$ cat config.mk
export PLATFORM = sky130hd
export DESIGN_NAME = filter_line_tx
export DESIGN_NICKNAME = d
export VERILOG_FILES = /design/src/rtl/filter_line_pkg.sv /design/src/rtl/filter_line_bit_timer.sv /design/src/rtl/filter_line_tx.sv
export SDC_FILE = /design/constraint.sdc
export NUM_CORES = 1
export LEC_CHECK = 0
export CAP_MARGIN = 0
export CORE_ASPECT_RATIO = 1.4
export CORE_MARGIN = 1.5
export CORE_UTILIZATION = 50
export DETAILED_ROUTE_END_ITERATION = 8
export PLACE_DENSITY = 0.83
export SYNTH_ARGS = -nofsm -noshare
export SYNTH_HDL_FRONTEND = slang
export SYNTH_SLANG_ARGS = --single-unit
$ cat constraint.sdc
create_clock -name clk -period 3.95 [get_ports clk]
set_input_delay 0.395 -clock clk [delete_from_list [all_inputs] [get_ports clk]]
set_output_delay 0.395 -clock clk [all_outputs]
set_load 0.02 [all_outputs]
$ cat src/rtl/filter_line_pkg.sv
// Shared types and helpers for the filter-safe serial line transmitter.
package filter_line_pkg;

  typedef enum logic [1:0] {
    IDLE  = 2'd0,
    START = 2'd1,
    DATA  = 2'd2,
    STOP  = 2'd3
  } state_t;

  // Logical idle / stop level of the wire before any output polarity option.
  localparam logic LINE_IDLE = 1'b1;

  // Counter width for a counter that must represent values 0..n-1 (at least 1 bit).
  function automatic int unsigned cnt_width(input int unsigned n);
    return (n < 2) ? 1 : $clog2(n);
  endfunction

endpackage

$ cat src/rtl/filter_line_bit_timer.sv
// Bit-period timer: counts 0..BIT_CYCLES-1 while run is high, ticks on the last count.
module filter_line_bit_timer
  import filter_line_pkg::*;
#(
  parameter int unsigned BIT_CYCLES = 40
) (
  input  logic clk,
  input  logic rst_n,
  input  logic run,
  output logic tick
);

  localparam int unsigned CW = cnt_width(BIT_CYCLES);

  logic [CW-1:0] cnt;

  assign tick = run && (cnt == CW'(BIT_CYCLES - 1));

  // Cycle counter: held at zero when idle, wraps at the end of each bit period.
  always_ff @(posedge clk) begin
    if (!rst_n || !run) begin
      cnt <= '0;
    end else if (tick) begin
      cnt <= '0;
    end else begin
      cnt <= cnt + 1'b1;
    end
  end

endmodule

$ cat src/rtl/filter_line_tx.sv
// Serial line transmitter whose symbols are held long enough to pass the remote
// 30-cycle debounce filter. Frame: start bit, DATA_W data bits MSB first, stop bit(s).
// Optional build macro FILTER_LINE_INV_EN inverts the line at the output register.
module filter_line_tx
  import filter_line_pkg::*;
#(
  parameter int unsigned DATA_W     = 8,
  parameter int unsigned BIT_CYCLES = 40,
  parameter int unsigned STOP_BITS  = 1
) (
  input  logic              clk,
  input  logic              rst_n,
  input  logic [DATA_W-1:0] tx_data,
  input  logic              tx_valid,
  output logic              tx_ready,
  output logic              line,
  output logic              busy,
  output logic              tx_done
);

  localparam int unsigned BW = cnt_width(DATA_W + 1);

`ifdef FILTER_LINE_INV_EN
  localparam logic LINE_POL = 1'b1;
`else
  localparam logic LINE_POL = 1'b0;
`endif

  if (BIT_CYCLES < 33) begin : g_bit_cycles_chk
    $error("filter_line_tx: BIT_CYCLES must be >= 33 to clear the remote filter window");
  end
  if (STOP_BITS < 1 || STOP_BITS > 2) begin : g_stop_bits_chk
    $error("filter_line_tx: STOP_BITS must be 1 or 2");
  end

  state_t            state;
  logic [DATA_W-1:0] shift_q;
  logic [DATA_W-1:0] shift_nxt;
  logic [BW-1:0]     bit_cnt;
  logic              run;
  logic              tick;

  assign run       = (state != IDLE);
  assign shift_nxt = shift_q << 1;

  filter_line_bit_timer #(
    .BIT_CYCLES(BIT_CYCLES)
  ) u_bit_timer (
    .clk  (clk),
    .rst_n(rst_n),
    .run  (run),
    .tick (tick)
  );

  // Frame sequencer; line is driven from this register so it can only move on a bit tick.
  always_ff @(posedge clk) begin
    if (!rst_n) begin
      state    <= IDLE;
      line     <= LINE_IDLE ^ LINE_POL;
      tx_ready <= 1'b0;
      busy     <= 1'b0;
      tx_done  <= 1'b0;
      bit_cnt  <= '0;
      shift_q  <= '0;
    end else begin
      tx_done <= 1'b0;
      case (state)
        IDLE: begin
          tx_ready <= 1'b1;
          busy     <= 1'b0;
          line     <= LINE_IDLE ^ LINE_POL;
          if (tx_valid && tx_ready) begin
            shift_q  <= tx_data;
            bit_cnt  <= '0;
            state    <= START;
            line     <= (!LINE_IDLE) ^ LINE_POL;
            busy     <= 1'b1;
            tx_ready <= 1'b0;
          end
        end
        START: begin
          if (tick) begin
            state <= DATA;
            line  <= shift_q[DATA_W-1] ^ LINE_POL;
          end
        end
        DATA: begin
          if (tick) begin
            shift_q <= shift_nxt;
            if (bit_cnt == BW'(DATA_W - 1)) begin
              state   <= STOP;
              bit_cnt <= '0;
              line    <= LINE_IDLE ^ LINE_POL;
            end else begin
              bit_cnt <= bit_cnt + 1'b1;
              line    <= shift_nxt[DATA_W-1] ^ LINE_POL;
            end
          end
        end
        STOP: begin
          if (tick) begin
            if (bit_cnt == BW'(STOP_BITS - 1)) begin
              state    <= IDLE;
              bit_cnt  <= '0;
              tx_done  <= 1'b1;
              busy     <= 1'b0;
              tx_ready <= 1'b1;
            end else begin
              bit_cnt <= bit_cnt + 1'b1;
            end
          end
        end
        default: state <= IDLE;
      endcase
    end
  end

endmodule
Word-level counts from Yosys, hierarchy flattened:

Cells that the tools add are included.

* bits in registers: 24
* logic and storage cells: 69
* output and inout bits: 4

* multiplexer cells: 29
* reductions and logical operators: 19
* eq/ne operators: 11
* add/sub/neg operators: 2

Operators by type and width (count)
* $mux 4: 5
* $mux 8: 2
* $pmux 8 s2: 1
* $mux 2: 6
* $ne 2x2->1 const B: 6
* $pmux 4 s3: 1
* $reduce_and 3->1: 4
* $mux 1: 10
* $pmux 2 s4: 1
* $add 6x1->6 const B: 1
* $eq 6x6->1 const B: 1
* $reduce_and 6->1: 1
* $reduce_bool 2->1: 3
* $reduce_bool 3->1: 2
* $add 4x1->4 const B: 1
* $eq 2x2->1 const B: 2
* $eq 4x3->1 const B: 1
* $logic_not 4->1: 1
* $pmux 1 s2: 2
* $reduce_and 4->1: 1
* $pmux 1 s3: 1
* $eq 2x1->1 const B: 1
* $logic_and 1x1->1: 2
* $logic_not 1->1: 2
* 3 further kinds: 3

Logic depth before layout (Yosys ltp):

* word-level depth: 4
* gate-level depth with buffers: 8

Hierarchy:

A second synthesis with hierarchy kept.

* cells, all modules: 144
* area, all modules: 1282.5 µm²

Modules (own cells, without submodules)
* filter_line_tx: area each 1032.2 µm², times used 1, sequential area each 360.3 µm², cells an instance 117
* filter_line_bit_timer: area each 250.2 µm², times used 1, sequential area each 120.1 µm², cells an instance 27

Worst setup path after synthesis:

Ideal clock, no wire load.

* kind: flip-flop to flip-flop
* from: reg state[0]
* to: reg bit_cnt[2]
* path buffers: 1
* path slack: 1.938 ns
* stages on the path, launching flop included: 8
* data arrival time: 1.891 ns
* setup time: 0.121 ns
* path through: dfxtp_1 inv_1 ha_1 or4b_1 buf_2 or3_4 a22oi_2 nor3b_2

* cells in the longest elaborated chain, start to end: 4
* elaborated cells on any way between the ends: 11

RTL lines
* from (decl): RTL line filter_line_tx.sv:36 `state_t state;`
* from (signal assigned): RTL line filter_line_tx.sv:58 `state <= IDLE;`
* from (signal assigned): RTL line filter_line_tx.sv:75 `state <= START;`
* from (signal assigned): RTL line filter_line_tx.sv:83 `state <= DATA;`
* $reduce_bool 2->1: RTL line filter_line_tx.sv:43 `assign run = (state != IDLE);`
* $logic_and 1x1->1: RTL line filter_line_bit_timer.sv:17 `assign tick = run && (cnt == CW'(BIT_CYCLES - 1));`
* $ne 2x2->1 (no line)
* $reduce_and 4->1 (no line)
* to (signal assigned): RTL line filter_line_tx.sv:95 `bit_cnt <= bit_cnt + 1'b1;`
* to (signal assigned): RTL line filter_line_tx.sv:109 `bit_cnt <= bit_cnt + 1'b1;`
* to (decl): RTL line filter_line_tx.sv:39 `logic [BW-1:0] bit_cnt;`

Parallel ways exist; a longest one is shown, timed or not.
A chain may end at the register's enable or synchronous reset.

Worst setup path in the final report:

* from: reg state[0]
* to: reg shift_q[2]

* cells in the longest elaborated chain, start to end: 4
* elaborated cells on any way between the ends: 9

RTL lines
* $reduce_bool 2->1: RTL line filter_line_tx.sv:43
* $logic_and 1x1->1: RTL line filter_line_bit_timer.sv:17
* $ne 2x2->1 (no line)
* $reduce_and 3->1 (no line)
* to (signal assigned): RTL line filter_line_tx.sv:73 `shift_q <= tx_data;`
* to (signal assigned): RTL line filter_line_tx.sv:89 `shift_q <= shift_nxt;`
* to (decl): RTL line filter_line_tx.sv:37 `logic [DATA_W-1:0] shift_q;`

Parallel ways exist; a longest one is shown, timed or not.

==> summary.md <==
| Metric | Value |
|---|---|
| Worst-margin pin slew | 0.7103 ns |
| Post-cts sizing count | 0 |
| First-pass iteration count of the detailed router | 4 |
| Final-report hold violation count | 0 |
| Max Fclk | 432.5 MHz |
| Clock Sinks | 24 |
| RSZ-0062 raised after global routing | no |
| Critical path class | reg -> reg |
| Die area | 2919 um^2 |
| Gpl congestion | 0.7928 |
| CP Cell Sequence | inv_1 > ha_1 > or4b_1 > o21ai_2 > and2_1 > a211oi_1 |
| Num CTS Buffers | 3 |
| Final Util | 0.6077 |
| Vias per inst | 5.632 |
| Number of core rows | 21 |
| Synthesized Nets | 165 |
| Synth top cells by count | dfxtp_1 (24), a21oi_1 (12), nand3_1 (11) |
| CP arrival | 2.50 ns |
| DRC Markers | 0 |
| Pwr/cell area | 583.1 nW/um^2 |
| Post-Syn Area | 1300 um^2 |
| Clk_skew | 0.004699 ns |
| Most used DFF post-synth | dfxtp_1 |
| CP Data Required Time | 4.14 ns |
| Slew Limit Headroom | 0.5264 |
| Core area | 2417 um^2 |
| Seq cells post-synth | 24 |
| Synth warnings | 0 |
| Initial DRC count | 18 |
| Async set-reset flop share out of synthesis | 0 |
| Total number of vias | 1070 |
| H-tree Lvls | 1 |
| Area Growth Syn to Fin | 12.99% |
| Global-route wire length before repair | 4485 um |
| Final ANT Viol Nets | 0 |
| Fin nets | 177 |
| Hpwl dp | 1953 um |
| Postcts setup bufs | 0 |
| Inserted Diodes | 0 |
| Crit Path Max Fanout | 9 |
| Slew Viols, Final | 0 |
| Synth area leaders | dfxtp_1 (37%), ha_1 (7.7%), mux2i_1 (6.9%) |
| Fin crit period | 2.312 ns |
| Status | complete, no violations |
| TritonCTS clock tree | done |
| Delay-heaviest family, CP | simple AND/OR/NAND/NOR gates |
| Static Leak | 0.5229 nW |
| Post-synth cell types | 45 |
| EDFF count, synth | 0 |
| Crit. End Element | register |
| Grt total ovfl | 0 |
| Startpoint types | register |
| GRT Util Overall | 0.2003 |
| Max cap viols | 0 |
| Count leader, synth | dfxtp_1 |
| Met2 Use GR | 0.3507 |
| Global Route met3 Usage | 0.02292 |
| Cts-stage hold buffer count | 0 |
| Crit share post-route | 0.5854 |
| Worst path max stage delay | 0.59 ns |
| Worst min path class | reg -> reg |
| Hold WS | 0.4597 ns |
| Avg Inst Size Synth | 8.904 um^2 |
| Root Driver | clkbuf_4 |
| Antenna violations before repair | 0 |
| Largest net degree at the start of global routing | 17 |
| Pwr Total | 856.5 uW |
| Worst-path clk slew | 0.13 ns |
| Register area share after synthesis | 0.3696 |
| Die W | 46.10 um |
| Pre-CTS WS | 1.676 ns |
| CP max-delay cell | or4b_1 |
| Max IR drop VDD | 0.4121 mV |
| Clk buf depth | 2 |
| Die Ht | 63.33 um |
| Vias in the first global route | 1043 |
| Top cell type by total area after synthesis | dfxtp_1 |
| Wirelength per Cell | 13.33 um |
| Yosys top cell area share | 0.3696 |
| Initial Util | 0.5378 |
| Final WS setup | 1.638 ns |
| Top-Level Pins | 15 |
| GR Layer Usage met1 | 0.2370 |
| Skew-Pair Late Insertion Delay | 0.31 ns |
| IO Port Bufs | 14 |
| WP buf/inv | 1 |
| Routed wire length | 2533 um |
| Global route hottest layer | met2 |
| Count of final setup violators | 0 |
| Setup TNS | 0 ns |
| Fraction of layout instances using a drive strength above 1 | 0.08974 |
| Mapped Cells | 146 |
## power by group
group          switching, mW  leakage (nW)  internal [mW]
Clock                 0.0711        0.0138         0.0357
Sequential            0.0414         0.196          0.305
Combinational          0.216         0.313          0.187
## path summary, 6_finish.rpt
path	slack, ns	depth (start not counted)	endpoint	startpoint
worst max-delay path	1.64	6	shift_q[2]	state[0]
worst min-delay path	0.46	1	u_bit_timer.cnt[0]	u_bit_timer.cnt[0]
worst max register to register	1.64	6	shift_q[2]	state[0]
worst min register to register	0.46	1	u_bit_timer.cnt[0]	u_bit_timer.cnt[0]
## kinds of logic after synthesis
family,share of synthesized area
AOI/OAI and AO/OA,0.2041
xor gates and xnor gates,0.02695
adders and majority gates,0.07700
buffers and inverters,0.05678
DFF,0.3696
muxes,0.06930
and+or+nand+nor,0.1964
## cell type report
| type | count | area [um^2] |
|---|---|---|
| inverter | 10 | 37.54 |
| sequential | 24 | 480.5 |
| tap | 34 | 42.54 |
| clock buffer | 3 | 22.52 |
| multi-input combinational | 105 | 745.7 |
| fill | 236 | 948.4 |
| timing repair buffer | 14 | 140.1 |
## state kept, by name, summed over array words and instances, names as in the netlist
signal,flops
shift_q,8
bit_cnt,4
u_bit_timer.cnt,6
tx_ready,1
tx_done,1
state,2
busy,1
line,1
## through the flow
| step | cells | cell area [um^2] |
|---|---|---|
| floorplan | 146 | 1300 |
| CTS | 190 | 1469 |
| global route | 190 | 1469 |
| finish | 190 | 1469 |
| detailed placement | 187 | 1446 |
| global placement | 187 | 1446 |
## per-layer routing
metal	wire length (um)	share of wire	up-vias
met3	53	0.021	6
met2	1341	0.53	19
li1	-	-	548
met5	0	0	-
met4	44	0.017	0
met1	1094	0.43	497
## cells in the final DEF, fill, tap and decap left out, types with 2 or more instances in the layout
master	netlist	routed
mux2i_1	9	9
a211oi_1	7	7
nand3_1	11	11
nand2_1	8	8
ha_1	8	8
clkbuf_4	0	3
o21ai_0	4	4
nor2_1	9	9
nand3b_1	3	3
a21bo_2	2	2
nor3_1	2	2
xnor2_1	3	3
dfxtp_1	24	24
inv_1	10	10
a21oi_1	12	12
clkdlybuf4s50_1	0	14
Power figures use the tool's default switching activity.
